<file path="src/rtl/framebuffer_pkg.sv">
// Shared state encoding and defaults for the framebuffer SRAM sequencer.
package framebuffer_pkg;

    localparam int FB_ADDR_W       = 20;
    localparam int FB_DATA_W       = 16;
    localparam int FB_FRAME_WORDS  = 76800;
    localparam int FB_WAIT_STATES  = 1;

    localparam logic [15:0] TP_XOR = 16'hA5A5;

    typedef enum logic [2:0] {
        ST_IDLE,
        ST_CAP_WAIT,
        ST_CAP_SETUP,
        ST_CAP_STROBE,
        ST_RD_WAIT,
        ST_RD_STROBE
    } fb_state_t;

endpackage

</file>
<file path="src/rtl/sram_cycle_timer.sv">
// Strobe-length timer shared by the SRAM write and read paths.
module sram_cycle_timer #(
    parameter int WAIT_STATES = 1
) (
    input  logic clk,
    input  logic rst,
    input  logic load,
    output logic last_cycle
);

    localparam logic [3:0] LOAD_VAL = 4'(WAIT_STATES + 1);

    logic [3:0] cnt;

    always_ff @(posedge clk) begin
        if (rst) begin
            cnt <= '0;
        end else if (load) begin
            cnt <= LOAD_VAL;
        end else if (cnt != 4'd0) begin
            cnt <= cnt - 4'd1;
        end
    end

    assign last_cycle = (cnt == 4'd1);

endmodule

</file>
<file path="src/rtl/fb_sram_sequencer.sv">
// Framebuffer SRAM sequencer: camera capture writes and SPI readout reads.
// Define FB_TEST_PATTERN_EN to replace the pixel path with an address-derived pattern.
module fb_sram_sequencer
    import framebuffer_pkg::*;
#(
    parameter int ADDR_W      = FB_ADDR_W,
    parameter int DATA_W      = FB_DATA_W,
    parameter int FRAME_WORDS = FB_FRAME_WORDS,
    parameter int WAIT_STATES = FB_WAIT_STATES
) (
    input  logic              SYSCLK,
    input  logic              RESET,
    input  logic              CAPTURE_READ,
    input  logic              START,
    input  logic              ABORT,
    input  logic              PIX_VALID,
    input  logic [DATA_W-1:0] PIX_DATA,
    input  logic              RD_REQ,
    output logic [DATA_W-1:0] RD_DATA,
    output logic              RD_VALID,
    output logic [ADDR_W-1:0] SRAM_ADDR,
    output logic [DATA_W-1:0] SRAM_DQ_O,
    input  logic [DATA_W-1:0] SRAM_DQ_I,
    output logic              SRAM_DQ_OE,
    output logic              SRAM_CE_N,
    output logic              SRAM_WE_N,
    output logic              SRAM_OE_N,
    output logic              BUSY,
    output logic              CAPTURE_COMPLETE,
    output logic              READ_COMPLETE,
    output logic              OVERRUN
);

    localparam logic [ADDR_W-1:0] LAST_ADDR = ADDR_W'(FRAME_WORDS - 1);

    fb_state_t         state, state_nxt;
    logic [ADDR_W-1:0] addr, addr_nxt, addr_inc;
    logic [DATA_W-1:0] wr_data, wr_data_nxt;
    logic [DATA_W-1:0] rd_data, rd_data_nxt;
    logic              rd_valid, rd_valid_nxt;
    logic              cap_done, cap_done_nxt;
    logic              rd_done, rd_done_nxt;
    logic              overrun, overrun_nxt;
    logic              timer_load, timer_last;

`ifndef FB_TEST_PATTERN_EN
    logic              hold_full, hold_full_nxt;
    logic [DATA_W-1:0] hold_data, hold_data_nxt;
    logic              hold_take, pix_take, capturing;

    assign capturing = state inside {ST_CAP_WAIT, ST_CAP_SETUP, ST_CAP_STROBE};
`else
    logic unused_pix;
    assign unused_pix = ^{PIX_VALID, PIX_DATA};
`endif

    assign addr_inc = addr + ADDR_W'(1);

    sram_cycle_timer #(
        .WAIT_STATES(WAIT_STATES)
    ) u_timer (
        .clk       (SYSCLK),
        .rst       (RESET),
        .load      (timer_load),
        .last_cycle(timer_last)
    );

    always_ff @(posedge SYSCLK) begin
        if (RESET) state <= ST_IDLE;
        else       state <= state_nxt;
    end

    always_comb begin
        state_nxt    = state;
        addr_nxt     = addr;
        wr_data_nxt  = wr_data;
        rd_data_nxt  = rd_data;
        rd_valid_nxt = 1'b0;
        cap_done_nxt = 1'b0;
        rd_done_nxt  = 1'b0;
        overrun_nxt  = overrun;
        timer_load   = 1'b0;
`ifndef FB_TEST_PATTERN_EN
        hold_full_nxt = hold_full;
        hold_data_nxt = hold_data;
        hold_take     = 1'b0;
        pix_take      = 1'b0;
`endif
        unique case (state)
            ST_IDLE: begin
                if (START && !ABORT) begin
                    state_nxt   = CAPTURE_READ ? ST_CAP_WAIT : ST_RD_WAIT;
                    addr_nxt    = '0;
                    overrun_nxt = 1'b0;
                end
            end
            ST_CAP_WAIT: begin
`ifdef FB_TEST_PATTERN_EN
                state_nxt   = ST_CAP_SETUP;
                wr_data_nxt = DATA_W'(addr) ^ DATA_W'(TP_XOR);
`else
                if (hold_full) begin
                    hold_take   = 1'b1;
                    wr_data_nxt = hold_data;
                    state_nxt   = ST_CAP_SETUP;
                end else if (PIX_VALID) begin
                    pix_take    = 1'b1;
                    wr_data_nxt = PIX_DATA;
                    state_nxt   = ST_CAP_SETUP;
                end
`endif
            end
            ST_CAP_SETUP: begin
                state_nxt  = ST_CAP_STROBE;
                timer_load = 1'b1;
            end
            ST_CAP_STROBE: begin
                if (timer_last) begin
                    if (addr == LAST_ADDR) begin
                        state_nxt    = ST_IDLE;
                        addr_nxt     = '0;
                        cap_done_nxt = 1'b1;
                    end else begin
                        addr_nxt = addr_inc;
`ifdef FB_TEST_PATTERN_EN
                        state_nxt   = ST_CAP_SETUP;
                        wr_data_nxt = DATA_W'(addr_inc) ^ DATA_W'(TP_XOR);
`else
                        // A held pixel goes straight into the next write.
                        if (hold_full) begin
                            hold_take   = 1'b1;
                            wr_data_nxt = hold_data;
                            state_nxt   = ST_CAP_SETUP;
                        end else begin
                            state_nxt = ST_CAP_WAIT;
                        end
`endif
                    end
                end
            end
            ST_RD_WAIT: begin
                if (RD_REQ) begin
                    state_nxt  = ST_RD_STROBE;
                    timer_load = 1'b1;
                end
            end
            ST_RD_STROBE: begin
                if (timer_last) begin
                    rd_data_nxt  = SRAM_DQ_I;
                    rd_valid_nxt = 1'b1;
                    if (addr == LAST_ADDR) begin
                        state_nxt   = ST_IDLE;
                        addr_nxt    = '0;
                        rd_done_nxt = 1'b1;
                    end else begin
                        state_nxt = ST_RD_WAIT;
                        addr_nxt  = addr_inc;
                    end
                end
            end
            default: state_nxt = ST_IDLE;
        endcase

        if (ABORT && state != ST_IDLE) begin
            state_nxt    = ST_IDLE;
            addr_nxt     = '0;
            rd_valid_nxt = 1'b0;
            cap_done_nxt = 1'b0;
            rd_done_nxt  = 1'b0;
            timer_load   = 1'b0;
        end

`ifndef FB_TEST_PATTERN_EN
        if (hold_take) hold_full_nxt = 1'b0;
        if (capturing && PIX_VALID && !pix_take) begin
            if (hold_full && !hold_take) begin
                overrun_nxt = 1'b1;
            end else begin
                hold_full_nxt = 1'b1;
                hold_data_nxt = PIX_DATA;
            end
        end
        if (state_nxt == ST_IDLE) hold_full_nxt = 1'b0;
`endif
    end

    always_ff @(posedge SYSCLK) begin
        if (RESET) begin
            addr     <= '0;
            wr_data  <= '0;
            rd_data  <= '0;
            rd_valid <= 1'b0;
            cap_done <= 1'b0;
            rd_done  <= 1'b0;
            overrun  <= 1'b0;
        end else begin
            addr     <= addr_nxt;
            wr_data  <= wr_data_nxt;
            rd_data  <= rd_data_nxt;
            rd_valid <= rd_valid_nxt;
            cap_done <= cap_done_nxt;
            rd_done  <= rd_done_nxt;
            overrun  <= overrun_nxt;
        end
    end

`ifndef FB_TEST_PATTERN_EN
    always_ff @(posedge SYSCLK) begin
        if (RESET) begin
            hold_full <= 1'b0;
            hold_data <= '0;
        end else begin
            hold_full <= hold_full_nxt;
            hold_data <= hold_data_nxt;
        end
    end
`endif

    assign SRAM_CE_N  = !(state inside {ST_CAP_SETUP, ST_CAP_STROBE, ST_RD_STROBE});
    assign SRAM_WE_N  = (state != ST_CAP_STROBE);
    assign SRAM_OE_N  = (state != ST_RD_STROBE);
    assign SRAM_DQ_OE = (state inside {ST_CAP_SETUP, ST_CAP_STROBE});
    assign SRAM_ADDR  = addr;
    assign SRAM_DQ_O  = wr_data;

    assign RD_DATA          = rd_data;
    assign RD_VALID         = rd_valid;
    assign BUSY             = (state != ST_IDLE);
    assign CAPTURE_COMPLETE = cap_done;
    assign READ_COMPLETE    = rd_done;
    assign OVERRUN          = overrun;

endmodule

</file>
<file path="config.mk">
export PLATFORM = sky130hd
export DESIGN_NAME = fb_sram_sequencer
export DESIGN_NICKNAME = d
export VERILOG_FILES = /design/src/rtl/framebuffer_pkg.sv /design/src/rtl/sram_cycle_timer.sv /design/src/rtl/fb_sram_sequencer.sv
export SDC_FILE = /design/constraint.sdc
export NUM_CORES = 1
export LEC_CHECK = 0
export CAP_MARGIN = 40
export CORE_ASPECT_RATIO = 1.25
export CORE_MARGIN = 2
export CORE_UTILIZATION = 45
export CTS_BUF_LIST = sky130_fd_sc_hd__clkbuf_4
export DETAILED_ROUTE_END_ITERATION = 7
export PLACE_DENSITY = 0.87
export SYNTH_ARGS = -nofsm -noshare
export SYNTH_HDL_FRONTEND = slang
export SYNTH_SLANG_ARGS = --single-unit
</file>
<file path="constraint.sdc">
create_clock -name SYSCLK -period 1.9 [get_ports SYSCLK]
set_input_delay 0.38 -clock SYSCLK [delete_from_list [all_inputs] [get_ports SYSCLK]]
set_output_delay 0.38 -clock SYSCLK [all_outputs]
set_load 0.05 [all_outputs]
</file>
---- Yosys cells after proc, flatten, opt, wreduce, memory -nomap -nowiden ----
Index checks and enable logic that the tools add are counted.
operators by class
  add/subtract/negate cells ............... 2
  eq/ne operators ......................... 15
  bitwise operators ....................... 3
  reduce and logical (&&, ||, !) cells .... 29
  mux-type cells .......................... 44
operator list
  cell                     count
  $mux W16                 5
  $mux W20                 3
  $pmux W20 S2             1
  $pmux W16 S2             1
  $mux W3                  9
  $add A20 B1 Y20 const B  1
  $eq A20 B17 Y1 const B   1
  $mux W1                  18
  $pmux W3 S6              1
  $reduce_bool A3 Y1       3
  $mux W2                  4
  $ne A2 B2 Y1 const B     4
  $reduce_bool A2 Y1       4
  $reduce_or A2 Y1         4
  $eq A3 B2 Y1 const B     2
  $eq A3 B3 Y1 const B     2
  $logic_not A3 Y1         2
  $ne A3 B3 Y1 const B     2
  $reduce_or A3 Y1         2
  $logic_and A1 B1 Y1      5
  $reduce_and A5 Y1        1
  $eq A4 B1 Y1 const B     1
  $logic_not A1 Y1         4
  $pmux W1 S2              2
  other kinds (8)          11
word-level totals
  bits of input ports ..................... 39
  word-level logic and storage cells ...... 105
  output and inout bits ................... 61
  flip-flop bits (word level) ............. 80

---- Longest topological paths before layout ----
  depth after elaboration ................. 8
  depth in mapped cells ................... 8
  mapped depth without buffers ............ 6

---- Hierarchy ----
Synthesis repeated with hierarchy kept, for this count alone.
second synthesis, totals
  cells, all modules ...................... 415
  area, all modules ....................... 3644.7 um^2
by module, submodules not included
  module             area each (um^2)  cells an instance  times used  sequential area each (um^2)
  fb_sram_sequencer  3494.6            399                1           1521.5
  sram_cycle_timer   150.1             16                 1           80.1

---- Least setup slack after synthesis ----
OpenSTA, ideal clock, no wires.
  path type ............................... flip-flop to flip-flop
  start point ............................. register addr[0], in the netlist SRAM_ADDR[0]
  end point ............................... register wr_data[5], in the netlist SRAM_DQ_O[5]
  required time ........................... 1766 ps
  arrival time ............................ 2181 ps
  path slack .............................. -415 ps
  path buffers ............................ 2
  stages on the path, launching flop included .. 9
  clock period less this slack ............ 2315 ps
  setup time .............................. 134 ps
  path through ............................ dfxtp_1 > ha_1 > and3_1 > and2_2 > a2111oi_4 > or2_1 > buf_2 > buf_4 > a211oi_1
between the ends
  word-level cells in the longest chain between the ends .. 3
RTL lines
  item                         RTL line                  source
  start, declared              fb_sram_sequencer.sv:37   logic [ADDR_W-1:0] addr, addr_nxt, addr_inc;
  start signal, assigned       fb_sram_sequencer.sv:197  addr <= addr_nxt;
  $eq A20 B17 Y1               fb_sram_sequencer.sv:119  if (addr == LAST_ADDR) begin
  $ne A2 B2 Y1 (no line)       --
  $reduce_and A5 Y1 (no line)  --
  end signal, assigned         fb_sram_sequencer.sv:198  wr_data <= wr_data_nxt;
  end, declared                fb_sram_sequencer.sv:38   logic [DATA_W-1:0] wr_data, wr_data_nxt;
Every way passes these cells.
A chain may end at the register's enable or synchronous reset.

---- Worst setup path in the final report ----
  start point ............................. register state[1]
  end point ............................... output port BUSY
between the ends
  word-level cells in the longest chain between the ends .. 1
RTL lines
  item                    RTL line                  source
  start, declared         fb_sram_sequencer.sv:36   fb_state_t state, state_nxt;
  start signal, assigned  fb_sram_sequencer.sv:70   else state <= state_nxt;
  $reduce_bool A3 Y1      fb_sram_sequencer.sv:228  assign BUSY = (state != ST_IDLE);
  end, declared           fb_sram_sequencer.sv:28   output logic BUSY,
Every way passes these cells.

==> flow_summary.yaml <==
routing:
  postRouteAntennaNets: 0
  num_vias: 3884
  vias_per_cell: 5.77
  drc: 0
  wire_per_inst_um: 16.9
  drt_first_pass_iters: 4
  dr.first_iter.drc_count: 228
  drt_wl_total_mm: 11.4
sta:
  setup_violations: 0
  period_share_pct: 98.9
  drv_slew: 0
  hold_viol: 0
  tightest_slew_ps: 583
  rsz0062_at_grt: "yes"
  max_freq_ghz: 0.532
  skew_ps: 16.2
  max-slew-margin-rel_pct: 61.0
  holdWs_ps: 339
  finalSetupTns_ps: 0
  period_needed_ps: 1880
critical_path:
  critPathMaxStageDelay_ps: 400
  critPathTopFamily: "flip-flops"
  critPathLaunchType: "flop"
  path_cells: "buf_6 -> or3_4 -> buf_12"
  critPathCaptureType: "output port"
  critical_path_buf_inv_count: 2
  cp.required_ps: 1520
  crit_slowest_cell: "dfxtp_4"
  critical_path.max_fanout: 5
  crit_type: "flop to output port"
  cp.arrival_ps: 1500
global_route:
  grt_overflow_total: 0
  grt_usage_pct: 23.9
  grt_pass1_vias: 3689
  antenna_found_initial: 0
  grt_pass1_wl_mm: 17.5
  grt_max_degree: 51
status:
  status: "complete, no violations"
floorplan:
  fp.coreArea_um2: 8100
  die-width_um: 85.1
  chipHeight_um: 105
  ios: 100
  rows: 37
  start_util_pct: 45.7
  die_area_um2: 8970
hold_path:
  hold_path.class: "primary input to flop"
synth:
  yosys.area.top_type: "dfxtp_1"
  ys_ff_latch: 80
  synthArstFlopShare_pct: 0
  synth_warnings: 0
  yosysSeqAreaShare_pct: 43.3
  avgSynthCellArea_um2: 8.53
  synth.most_common_cell: "dfxtp_1"
  ys_top_cells_by_area: "dfxtp_1, a21oi_1, nand2_1"
  yosysTopAreaCellShare_pct: 43.3
  synth_commonest_cells: "dfxtp_1, nand2_1, a21oi_1, nand3_1, nor2_1"
  netlist_area_um2: 3700
  synth-edff-count: 0
  synth_cells: 434
  netlist-cell-type-count: 53
  synth_flop_cell: "dfxtp_1"
  synthesis.nets: 474
pwr:
  p_comb_share_pct: 12.5
  p_seq_share_pct: 53.2
  clock_power_share_pct: 34.3
  power_density_nw_per_um2: 584
  p_int_mw: 2.30
  swShare_pct: 28.0
  power.static_leakage_nw: 2.21
  peakVddDrop_v: 0.000378
  p_switching_uw: 893
final_layout:
  fillCellCount: 647
  final_nets: 611
  multi_input_area_um2: 2120
  fin_cells: 673
  syn2layout_area_growth_pct: 47.7
  regArea_um2: 1660
  diodes: 0
  drive_gt1_share_pct: 26.4
  fin_area_um2: 5470
clock_network:
  cts_tree: "yes"
  cts.sinks: 80
  ctsRootBufferMaster: "clkbuf_4"
  clk_latency_ps: 440
  clockBufferDepth: 2
  clk_pin_slew_ps: 130
  cts_max_level: 3
  numCtsBuffers: 9
place:
  place_hpwl_mm: 7.97
  placed_cells: 648
  gp_congestion: 0.979
  io_buffers: 99
  place_area_um2: 5130
job:
  max-cap-violations: 0
-- power groups by stage --
stage | logic, mW | registers (mW) | clock network (mW)
after floorplan | 0.146 | 1.78 | 0
after global placement | 0.373 | 1.74 | 0
after detailed placement | 0.377 | 1.74 | 0
after CTS | 0.380 | 1.70 | 1.11
after global routing | 0.423 | 1.70 | 1.17
final | 0.399 | 1.70 | 1.09
-- timing repair --
| action | CTS | global route |
|---|---|---|
| pin swaps | 1 | 14 |
| setup buffers | 4 | 3 |
| hold buffers | 0 | 0 |
| hold endpoints to repair | 0 | 0 |
| setup endpoints to repair | 67 | 42 |
| gates resized for setup | 53 | 30 |
| gates cloned | 0 | 2 |
-- cell families after synthesis --
group | share of synthesized area [%]
fa+ha+maj | 0.338
compound gates | 21.4
flops | 43.3
xor+xnor | 3.55
mux | 4.33
buf+inv | 4.06
simple gates | 23.0
-- through the flow --
stage	power, mW	utilization, %	worst slack [ps]
after floorplan	1.93	-	-70.4
after global placement	2.11	63.2	-196
after detailed placement	2.12	63.4	-270
after CTS	3.18	65.3	1.53
after global routing	3.29	67.5	-33.2
final	3.19	67.5	20.1
-- routing by layer --
metal  GRT usage (%)  wire (um)  up-vias  share of wire (%)
met5               0          0        -                  0
met4            6.69        329        0                2.9
met3            4.93        753       30                6.6
met2            44.4       5950      186                 52
met1            27.3       4350     1816                 38
li1                -          -     1852                  -
-- registers in the layout, indices dropped and copies added (netlist names) --
| register | flops |
|---|---|
| u_timer.cnt | 4 |
| RD_DATA | 16 |
| RD_VALID | 1 |
| SRAM_DQ_O | 16 |
| SRAM_ADDR | 20 |
| OVERRUN | 1 |
| hold_data | 16 |
| CAPTURE_COMPLETE | 1 |
| READ_COMPLETE | 1 |
| hold_full | 1 |
| state | 3 |
-- final timing paths --
path,cells past startpoint,startpoint,end,slack (ps)
max,3,state[1]$_SDFF_PP0_,BUSY,20
min,3,RESET,hold_full$_SDFF_PP0_,340
max reg2reg,8,SRAM_ADDR[1]$_SDFFE_PP0P_,SRAM_DQ_O[11]$_SDFFE_PP0P_,30
min reg2reg,2,RD_DATA[9]$_SDFFE_PP0P_,RD_DATA[9]$_SDFFE_PP0P_,460
-- cells in the final DEF (no fill, tap or decap), types with 3 or more instances in the layout --
| cell type | synthesis | layout |
|---|---|---|
| buf_4 | 1 | 59 |
| a211oi_2 | 0 | 6 |
| or3_1 | 4 | 3 |
| a21oi_1 | 50 | 48 |
| buf_12 | 0 | 6 |
| inv_6 | 0 | 3 |
| nand2_1 | 53 | 51 |
| nand3b_1 | 3 | 3 |
| and2_1 | 5 | 4 |
| mux2i_1 | 16 | 16 |
| clkdlybuf4s50_1 | 0 | 37 |
| nor4b_4 | 1 | 3 |
| a211oi_1 | 23 | 17 |
| nand3_1 | 27 | 25 |
| o21ai_0 | 23 | 23 |
| clkbuf_4 | 0 | 9 |
| a21oi_2 | 1 | 3 |
| and4_1 | 4 | 4 |
| nand4_1 | 6 | 6 |
| buf_6 | 1 | 8 |
| dlygate4sd2_1 | 0 | 42 |
| xnor2_1 | 14 | 14 |
| dfxtp_1 | 80 | 55 |
| dfxtp_4 | 0 | 10 |
| nor3_1 | 21 | 19 |
| a2111oi_4 | 1 | 3 |
| nor2b_1 | 7 | 6 |
| a31oi_1 | 5 | 5 |
| dfxtp_2 | 0 | 15 |
| inv_1 | 5 | 5 |
| nor2_1 | 24 | 23 |
-- worst reg2reg max path, cell delays in order, from the launching register on --
cell	delay, ps
dfxtp_4	380
ha_4	160
and3_4	180
and2_4	150
a2111oi_4	330
buf_4	200
buf_6	140
nor3_1	60
a211oi_1	210
-- area by class of cell --
class	count	area share [%]
tap	97	2.22
multi-input combinational	322	38.8
clock buffer	9	1.24
sequential	80	30.3
inverter	5	0.343
clock inverter	7	1.53
timing repair buffer	153	25.5
No activity file was read; power rests on OpenSTA's default activity.
